### src/rtl/router_output_arbiter_if.sv
// Handshake/data bundle between the five input channels, the output arbiter and the downstream link.
// The master modport is the environment side; the slave modport is the arbiter side.
interface router_output_arbiter_if;
  logic         polarity;
  logic [4:0]   req;
  logic [319:0] data_in;
  logic         ready_out;
  logic [4:0]   blocked_in;
  logic [4:0]   gnt;
  logic         send_out;
  logic [63:0]  data_out;

  modport master (
    output polarity, req, data_in, ready_out,
    input  blocked_in, gnt, send_out, data_out
  );

  modport slave (
    input  polarity, req, data_in, ready_out,
    output blocked_in, gnt, send_out, data_out
  );
endinterface

### src/rtl/router_output_arbiter.sv
// Five-port round-robin output arbiter with one rotating pointer per virtual channel and a registered flit stage.
// Optional saturating grant counter when ROUTER_ARB_PERF_CNT_EN is defined.
module router_output_arbiter (
  input  logic                   clk,
  input  logic                   reset,
  router_output_arbiter_if.slave bus
`ifdef ROUTER_ARB_PERF_CNT_EN
  ,
  output logic [15:0]            grant_count
`endif
);

  typedef enum logic [0:0] {
    ST_EMPTY = 1'b0,
    ST_FULL  = 1'b1
  } state_t;

  state_t      state_r;
  state_t      state_next_s;
  logic [2:0]  rr_ptr_r [2];
  logic [4:0]  gnt_r;
  logic [63:0] data_r;

  logic        stall_s;
  logic        accept_s;
  logic        grant_s;
  logic [2:0]  cur_ptr_s;
  logic [2:0]  winner_s;
  logic [2:0]  ptr_next_s;
  logic        found_s;
  logic [3:0]  idx_s;

  // Handshake qualifiers and the active VC pointer (an out-of-range pointer falls back to 0)
  always_comb begin
    stall_s  = (state_r == ST_FULL) && !bus.ready_out;
    accept_s = !stall_s;
    grant_s  = accept_s && (bus.req != 5'd0);
    if (rr_ptr_r[bus.polarity] > 3'd4) begin
      cur_ptr_s = 3'd0;
    end else begin
      cur_ptr_s = rr_ptr_r[bus.polarity];
    end
  end

  // Round-robin scan: first requester at or above the pointer, wrapping 4 -> 0
  always_comb begin
    winner_s = 3'd0;
    found_s  = 1'b0;
    idx_s    = 4'd0;
    for (int k = 0; k < 5; k++) begin
      idx_s = {1'b0, cur_ptr_s} + 4'(k);
      if (idx_s > 4'd4) begin
        idx_s = idx_s - 4'd5;
      end else begin
        idx_s = idx_s;
      end
      if (!found_s && bus.req[idx_s[2:0]]) begin
        found_s  = 1'b1;
        winner_s = idx_s[2:0];
      end else begin
        found_s  = found_s;
      end
    end
    if (winner_s == 3'd4) begin
      ptr_next_s = 3'd0;
    end else begin
      ptr_next_s = winner_s + 3'd1;
    end
  end

  // Backpressure: every requester is held off except the winner of an accepting cycle
  always_comb begin
    bus.blocked_in = 5'd0;
    for (int i = 0; i < 5; i++) begin
      bus.blocked_in[i] = bus.req[i] & (stall_s | !(grant_s && (winner_s == 3'(i))));
    end
  end

  // Output-register occupancy transitions
  always_comb begin
    state_next_s = state_r;
    case (state_r)
      ST_EMPTY: begin
        if (grant_s) state_next_s = ST_FULL;
        else         state_next_s = ST_EMPTY;
      end
      ST_FULL: begin
        if (stall_s)      state_next_s = ST_FULL;
        else if (grant_s) state_next_s = ST_FULL;
        else              state_next_s = ST_EMPTY;
      end
      default: state_next_s = ST_EMPTY;
    endcase
  end

  // Occupancy state register
  always_ff @(posedge clk) begin
    if (reset) state_r <= ST_EMPTY;
    else       state_r <= state_next_s;
  end

  // Flit/grant register and per-VC pointers; a stall holds everything
  always_ff @(posedge clk) begin
    if (reset) begin
      data_r      <= 64'd0;
      gnt_r       <= 5'd0;
      rr_ptr_r[0] <= 3'd0;
      rr_ptr_r[1] <= 3'd0;
    end else if (grant_s) begin
      data_r                 <= bus.data_in[{winner_s, 6'd0} +: 64];
      gnt_r                  <= 5'd1 << winner_s;
      rr_ptr_r[bus.polarity] <= ptr_next_s;
    end else if (accept_s) begin
      data_r <= 64'd0;
      gnt_r  <= 5'd0;
    end else begin
      data_r <= data_r;
      gnt_r  <= gnt_r;
    end
  end

`ifdef ROUTER_ARB_PERF_CNT_EN
  logic [15:0] grant_count_r;

  // Saturating count of loaded grants
  always_ff @(posedge clk) begin
    if (reset) begin
      grant_count_r <= 16'd0;
    end else if (grant_s && (grant_count_r != 16'hFFFF)) begin
      grant_count_r <= grant_count_r + 16'd1;
    end else begin
      grant_count_r <= grant_count_r;
    end
  end

  assign grant_count = grant_count_r;
`endif

  assign bus.send_out = (state_r == ST_FULL);
  assign bus.gnt      = gnt_r;
  assign bus.data_out = data_r;

endmodule

### src/flat_wrapper.sv
// flat-port wrapper written by rule: the top's interface ports become plain ports
module router_output_arbiter_flat 
  (clk, reset, bus_polarity, bus_req, bus_data_in, bus_ready_out, bus_blocked_in, bus_gnt, bus_send_out, bus_data_out);
  router_output_arbiter_if bus_i ();
  input  logic clk;
  input  logic reset;
  input wire logic [$bits(bus_i.polarity)-1:0] bus_polarity;
  input wire logic [$bits(bus_i.req)-1:0] bus_req;
  input wire logic [$bits(bus_i.data_in)-1:0] bus_data_in;
  input wire logic [$bits(bus_i.ready_out)-1:0] bus_ready_out;
  output wire logic [$bits(bus_i.blocked_in)-1:0] bus_blocked_in;
  output wire logic [$bits(bus_i.gnt)-1:0] bus_gnt;
  output wire logic [$bits(bus_i.send_out)-1:0] bus_send_out;
  output wire logic [$bits(bus_i.data_out)-1:0] bus_data_out;
  assign bus_i.polarity = bus_polarity;
  assign bus_i.req = bus_req;
  assign bus_i.data_in = bus_data_in;
  assign bus_i.ready_out = bus_ready_out;
  assign bus_blocked_in = bus_i.blocked_in;
  assign bus_gnt = bus_i.gnt;
  assign bus_send_out = bus_i.send_out;
  assign bus_data_out = bus_i.data_out;
  router_output_arbiter u_core (.clk(clk), .reset(reset), .bus(bus_i));
endmodule
### config.mk
export PLATFORM = sky130hd
export DESIGN_NAME = router_output_arbiter_flat
export DESIGN_NICKNAME = d
export VERILOG_FILES = /design/src/rtl/router_output_arbiter_if.sv /design/src/rtl/router_output_arbiter.sv /design/src/flat_wrapper.sv
export SDC_FILE = /design/constraint.sdc
export NUM_CORES = 1
export LEC_CHECK = 0
export CORE_AREA = 2 2 158 160
export DETAILED_ROUTE_END_ITERATION = 7
export DIE_AREA = 0 0 160 162
export DONT_BUFFER_PORTS = 1
export GPL_TIMING_DRIVEN = 0
export MAX_ROUTING_LAYER = met4
export SYNTH_ARGS = -nofsm -noshare
export SYNTH_HDL_FRONTEND = slang
export SYNTH_SLANG_ARGS = --single-unit
### constraint.sdc
create_clock -name clk -period 8.35 [get_ports clk]
set_input_delay 1.67 -clock clk [delete_from_list [all_inputs] [get_ports clk]]
set_output_delay 1.67 -clock clk [all_outputs]
set_load 0.005 [all_outputs]
# --- Yosys cells after proc, flatten, opt, wreduce, memory -nomap -nowiden ---
# Memories as Yosys holds them, arrays and structs flattened.
# Index checks and enable logic that the tools add are counted.
classes:
  add_sub_neg: 10
  n_lt_le_gt_ge: 11
  eq_ne: 5
  shifts: 2
  n_mux: 40
  bitwise_logic: 11
  reduce_logical: 25
ops:
  columns: ["op", "count"]
  rows:
  - ["$shiftx A320 B10 Y64", 1]
  - ["$mux W64", 2]
  - ["$mux W3", 13]
  - ["$lt A3 B4 Y1 const B", 5]
  - ["$mux W1", 17]
  - ["$gt A4 B3 Y1 const B", 4]
  - ["$bmux W1 S3", 5]
  - ["$sub A3 B3 Y3 const B", 5]
  - ["$logic_and A1 B1 Y1", 11]
  - ["$logic_not A1 Y1", 11]
  - ["$mux W5", 2]
  - ["$add A3 B2 Y4 const B", 2]
  - ["$eq A3 B2 Y1 const B", 2]
  - ["$gt A3 B3 Y1 const B", 2]
  - ["$and A1 B1 Y1", 5]
  - ["$or A1 B1 Y1", 5]
  - ["$reduce_bool A5 Y1", 1]
  - ["$shl A1 B3 Y5 const A", 1]
  - ["$add A3 B1 Y4 const B", 1]
  - ["$add A3 B3 Y4 const B", 1]
  - ["$add A3 B1 Y3 const B", 1]
  - ["$eq A3 B1 Y1 const B", 1]
  - ["$eq A3 B3 Y1 const B", 1]
  - ["$logic_not A3 Y1", 1]
  - ["4 further kinds", 4]
totals:
  ff_bits: 70
  mem_bits_rw: 6
  in_bits: 329
  mem_count: 1
mem_list:
  columns: ["memory", "words", "word_bits", "read_ports", "rd_clocked_by_memory_dff", "wr", "line", "text"]
  rows:
  - ["u_core.rr_ptr_r", 2, 3, 1, 0, 2, "router_output_arbiter.sv:20", "logic [2:0] rr_ptr_r [2];"]

# --- Depth between registers and ports, before layout ---
# An unclocked memory read counts as a cell.
logic_depth:
  ltp_word: 25
  mapped_depth: 20
  mapped_depth_nobuf: 16

# --- Worst setup path after synthesis ---
# Ideal clock, no wire load.
synth_timing:
  kind: "input -> output"
  start: "input bus_polarity"
  end: "output bus_blocked_in[3]"
  t_arrival_ns: 5.009
  required_time_ns: 6.680
  setup_slack_ns: 1.671
  path_stages: 17
  path_buffers: 4
  cell_sequence: "buf_6 -> nor3b_4 -> nor2_8 -> ha_1 -> clkbuf_1 -> a21oi_1 -> nor3_1 -> nor3_4 -> and4_1 -> a221o_1 -> a211oi_2 -> buf_4 -> buf_6 -> inv_1 -> and2_1 -> ha_1 -> a21oi_1"
synth_via:
  elab_chain_len: 25
  word_cells_on_any_way: 54
  classes_between: "add/sub (9); order compare (6); eq/ne (1); mux (25); bitwise (2); reduce/logical (10); memory (1)"
synth_lines:
  columns: ["element", "line", "text"]
  rows:
  - ["start, declared", "flat_wrapper.sv:7", "input wire logic [$bits(bus_i.polarity)-1:0] bus_polarity;"]
  - ["$mem_v2 Z2 W3 *", null, null]
  - ["$gt A3 B3 Y1", "router_output_arbiter.sv:38", "if (rr_ptr_r[bus.polarity] > 3'd4) begin"]
  - ["$mux W3 *", "router_output_arbiter.sv:38", null]
  - ["parallel branches: the longest is 16 deep, another holds $add A3 B1 Y4", null, null]
  - ["$mux W3 *", "router_output_arbiter.sv:57", "if (!found_s && bus.req[idx_s[2:0]]) begin"]
  - ["$eq A3 B2 Y1 *", "router_output_arbiter.sv:75", "bus.blocked_in[i] = bus.req[i] & (stall_s | !(grant_s && (winner_s == 3'(i))));"]
  - ["$logic_and A1 B1 Y1 *", "router_output_arbiter.sv:75", null]
  - ["$logic_not A1 Y1 *", "router_output_arbiter.sv:75", null]
  - ["$or A1 B1 Y1 *", "router_output_arbiter.sv:75", null]
  - ["$and A1 B1 Y1 *", "router_output_arbiter.sv:75", null]
  - ["end, declared", "flat_wrapper.sv:11", "output wire logic [$bits(bus_i.blocked_in)-1:0] bus_blocked_in;"]
# Every way passes the cells marked *. The select of a mux whose other input is x is not followed.

# --- Worst setup path in the final report ---
# Same ends and word-level chain as after synthesis.

==> results summary <==
The flip-flop and latch count after synthesis came out at 76. The library cells used most frequently in the layout, excluding fill and tap cells, are sky130_fd_sc_hd__mux2_2, sky130_fd_sc_hd__nor2_1, sky130_fd_sc_hd__dfxtp_1, sky130_fd_sc_hd__a22oi_1, sky130_fd_sc_hd__a221o_1. The I/O pin total is between 400 and 500. CTS built an H-tree with a depth of 3. The required arrival time at the worst endpoint is 6.68 ns.

Sorting the synthesized cells by area gives the leading types as sky130_fd_sc_hd__dfxtp_1, sky130_fd_sc_hd__mux2_2, sky130_fd_sc_hd__a221o_1. The residual DRC count came out at 1. The leftover overflow at the end of global routing came out at 0. The post-CTS setup buffer count is 0. Global routing used 21.65% of the available tracks across all layers. STA classifies the critical path endpoint as an output pin. The post-layout net count came out at 1059.

The total of max-cap violations came out at 0. The mean number of vias per cell came out at 5.919. The core area came out at 24110 µm². The die height is 162 µm. The clock latency at the later pin of the worst-skew pair came out at 0.34 ns. The beginning of the worst register-to-register path is u_core.rr_ptr_r[0][2].

The final period utilization came out at 91.36%. The kind of launch point of the worst setup path is an input pin. The number of hold violations in the final report is 0. The global-route wire length before repair came out at 40720 µm. The initial DRC count came out at 563. For this run, the leading register cell type out of synthesis is sky130_fd_sc_hd__dfxtp_1.

In the final routed layout, each cell accounts on average for 27.46 µm. The detailed-route via count came out at 6274. The largest total area in the synthesized netlist belongs to sky130_fd_sc_hd__dfxtp_1. The run finished, with violations left. The fraction of registers with async set or reset after synthesis came out at 0%. The length of the first detailed-routing pass in iterations came out at 7. The maximum count of clock buffers along a single path is 2. The synthesized design contains 6 enable-type register cells. The fraction of the yosys area taken by sequential cells is 24.93%. The min-delay analysis places its worst path in the category reg2reg. The number of placement rows is 57.

The fill cell total of the finished layout is 2677. The cell sitting at the root of the clock tree is a sky130_fd_sc_hd__clkbuf_16. The worst pin sits at a relative slew slack of 41.29%. The placer's final routability congestion estimate came out at 0.9031. The worst hold path passes through 2 cells. After synthesis the cells add up to 6345 µm². The highest attainable clock frequency came out at between 100 and 150 MHz.

The final count of pins violating max slew is 0. The area added between synthesis and finish is 11.54%. The estimated wirelength of the detail-placed design is 23490 µm. The die covers between 20000 and 30000 µm². The data arrival time of the worst path came out at between 5 and 6 ns.

The number of nets still failing antenna checks after routing is 0. The netlist uses 83 different library cells. The most frequent standard cell in the layout excluding fill and tap cells is sky130_fd_sc_hd__mux2_2. The net count of the mapped netlist came out at 1048. CTS saw 76 sinks. The area fraction of the dominant cell type after synthesis is 22.09%. The biggest fanout along the worst timing path came out at 10.

TritonCTS built the clock tree. The register-to-register path setup slack is 3.34 ns. The number of antenna violations at the first check in global routing is 7. Dividing the synthesized area by the synthesized cell count gives approximately 9 µm².

The die boundary width is 160 µm. For hold timing, the worst endpoint is u_core.bus.gnt[3]. The depth of the worst register-to-register path came out at 16. The power density normalized to cell area is 368.4 nW/µm². The transition time at the pin with the least slew margin is roughly 0.88 ns. The number of resized instances in the post-cts repair step came out at 0. The critical path is of the in2out type. In this run the most critical hold path is launched from u_core.bus.gnt[3]. Cells fill 29.36% of the core in the end. The clock-pin slew on the worst setup and hold paths is roughly 0.06 ns. The count of input and output buffers came out at 0. The initial cell density of the core is around a quarter.

The clock period minus final worst setup slack is 7.629 ns. The ratio of cells with drive above 1 in the final layout came out at 24.42%. The CTS buffer count came out at 9. The worst ir drop on vdd came out at 0.1356 mV. Setup repair after global routing left no endpoint under its margin.

The total of endpoints with negative setup slack in the final report came out at 0. The worst-case clock skew came out at 0.01674 ns. The total wirelength of the detailed-routed design is 29100 µm. Entering global routing, the biggest net connects 15 pins. The leakage power came out at 2.659 nW. The post-synthesis instance total is a little over 700. The number of hold buffers added after cts is 0. Summed over all failing endpoints, the final setup total negative slack is 0 ns. The destination of the worst register-to-register timing path is u_core.rr_ptr_r[1][2].

The final reports fail on design-rule violations. The via count of the first global-routing pass is 5931. The number of warning messages in the yosys log is 0.
-- metal layers --
metal / routed length (µm) / vias up / global-route usage (%)
li1: - / 2791 / -
met1: 12000 / 3077 / 27.04
met2: 14270 / 381 / 35.73
met3: 2374 / 25 / 5.133
met4: 465 / 0 / 4.668
met5: 0 / - / -
-- power breakdown --
part	leakage (nW)	internal (mW)	switching, mW
clock network	0.155	0.244	0.178
logic	1.86	0.676	0.778
registers	0.645	0.547	0.184
-- logic make-up after synthesis --
logic type,share of synthesized area [%]
muxes,22.95
xor gates and xnor gates,0.5523
and+or+nand+nor,17.97
AOI/OAI and AO/OA,26.33
adders and majority gates,1.183
DFF,24.93
buffers and inverters,6.093
-- state kept, by name, indices dropped and copies added, names as in the netlist, named ones only --
register / flops
u_core.bus.gnt: 5
u_core.bus.data_out: 64
u_core.rr_ptr_r: 6
-- layout make-up --
class	instances	area (µm²)	share of cell area [%]
antenna	7	17.52	0.2475
clock inverter	6	70.07	0.9901
sequential	76	1582	22.35
buffer	67	337.8	4.774
multi-input combinational	557	4377	61.85
inverter	13	48.80	0.6895
tap	324	405.4	5.728
clock buffer	10	239.0	3.377
-- Yosys cell counts (4+ instances only) --
master and n:
sky130_fd_sc_hd__mux2_2 100, sky130_fd_sc_hd__nor2_1 71, sky130_fd_sc_hd__dfxtp_1 70, sky130_fd_sc_hd__a22oi_1 56, sky130_fd_sc_hd__a221o_1 54, sky130_fd_sc_hd__nand2_1 40
sky130_fd_sc_hd__clkbuf_1 31, sky130_fd_sc_hd__a21oi_1 29, sky130_fd_sc_hd__buf_2 27, sky130_fd_sc_hd__mux2i_1 26, sky130_fd_sc_hd__nand3_1 12, sky130_fd_sc_hd__inv_1 11
sky130_fd_sc_hd__nor3_1 11, sky130_fd_sc_hd__o221a_1 11, sky130_fd_sc_hd__o21ai_0 10, sky130_fd_sc_hd__nor4_1 8, sky130_fd_sc_hd__edfxtp_1 6, sky130_fd_sc_hd__ha_1 6
sky130_fd_sc_hd__or2_1 6, sky130_fd_sc_hd__a21o_1 5, sky130_fd_sc_hd__a31oi_1 5, sky130_fd_sc_hd__mux2_1 5, sky130_fd_sc_hd__or2_2 5, sky130_fd_sc_hd__and2_1 4
sky130_fd_sc_hd__buf_6 4, sky130_fd_sc_hd__nand2b_1 4, sky130_fd_sc_hd__nand3b_1 4, sky130_fd_sc_hd__nor2b_1 4, sky130_fd_sc_hd__o211ai_1 4, sky130_fd_sc_hd__o21ai_1 4
sky130_fd_sc_hd__or3_1 4
-- worst max-delay path by stage --
stage | from | cells after the start | end | slack [ns]
5_1_grt | bus_polarity | 17 | bus_blocked_in[3] | 0.40
4_1_cts | bus_polarity | 17 | bus_blocked_in[3] | 0.69
3_3_place_gp | bus_polarity | 17 | bus_blocked_in[3] | 0.67
3_5_place_dp | bus_polarity | 17 | bus_blocked_in[3] | 0.71
2_1_floorplan | bus_polarity | 17 | bus_blocked_in[3] | 1.67
6_report | bus_polarity | 17 | bus_blocked_in[3] | 0.72
-- worst max-delay path: stages --
cell	delay [ns]
sky130_fd_sc_hd__buf_6	0.13
sky130_fd_sc_hd__nor3b_4	0.47
sky130_fd_sc_hd__nor2_8	0.09
sky130_fd_sc_hd__ha_1	0.35
sky130_fd_sc_hd__clkbuf_1	0.42
sky130_fd_sc_hd__a21oi_1	0.12
sky130_fd_sc_hd__nor3_1	0.39
sky130_fd_sc_hd__nor3_4	0.10
sky130_fd_sc_hd__and4_1	0.21
sky130_fd_sc_hd__a221o_1	0.36
sky130_fd_sc_hd__a211oi_2	0.36
sky130_fd_sc_hd__buf_4	0.33
sky130_fd_sc_hd__buf_6	0.22
sky130_fd_sc_hd__inv_1	0.12
sky130_fd_sc_hd__and2_1	0.17
sky130_fd_sc_hd__ha_1	0.22
sky130_fd_sc_hd__a21oi_1	0.21
-- through the flow --
step / std cells / worst slack (ns) / hold slack (ns) / instance area, µm² / power, mW
3_3_place_gp: 1037 / 0.6687 / 0.4810 / 6750 / 2.173
5_1_grt: 1060 / 0.4045 / 0.5269 / 7077 / 2.758
4_1_cts: 1053 / 0.6922 / 0.4991 / 7059 / 2.617
3_5_place_dp: 1037 / 0.7143 / 0.4900 / 6750 / 2.188
2_1_floorplan: 713 / 1.671 / 0.4483 / 6345 / 1.768
6_report: 1060 / 0.7211 / 0.4932 / 7077 / 2.607
No activity file was read; power rests on OpenSTA's default activity.
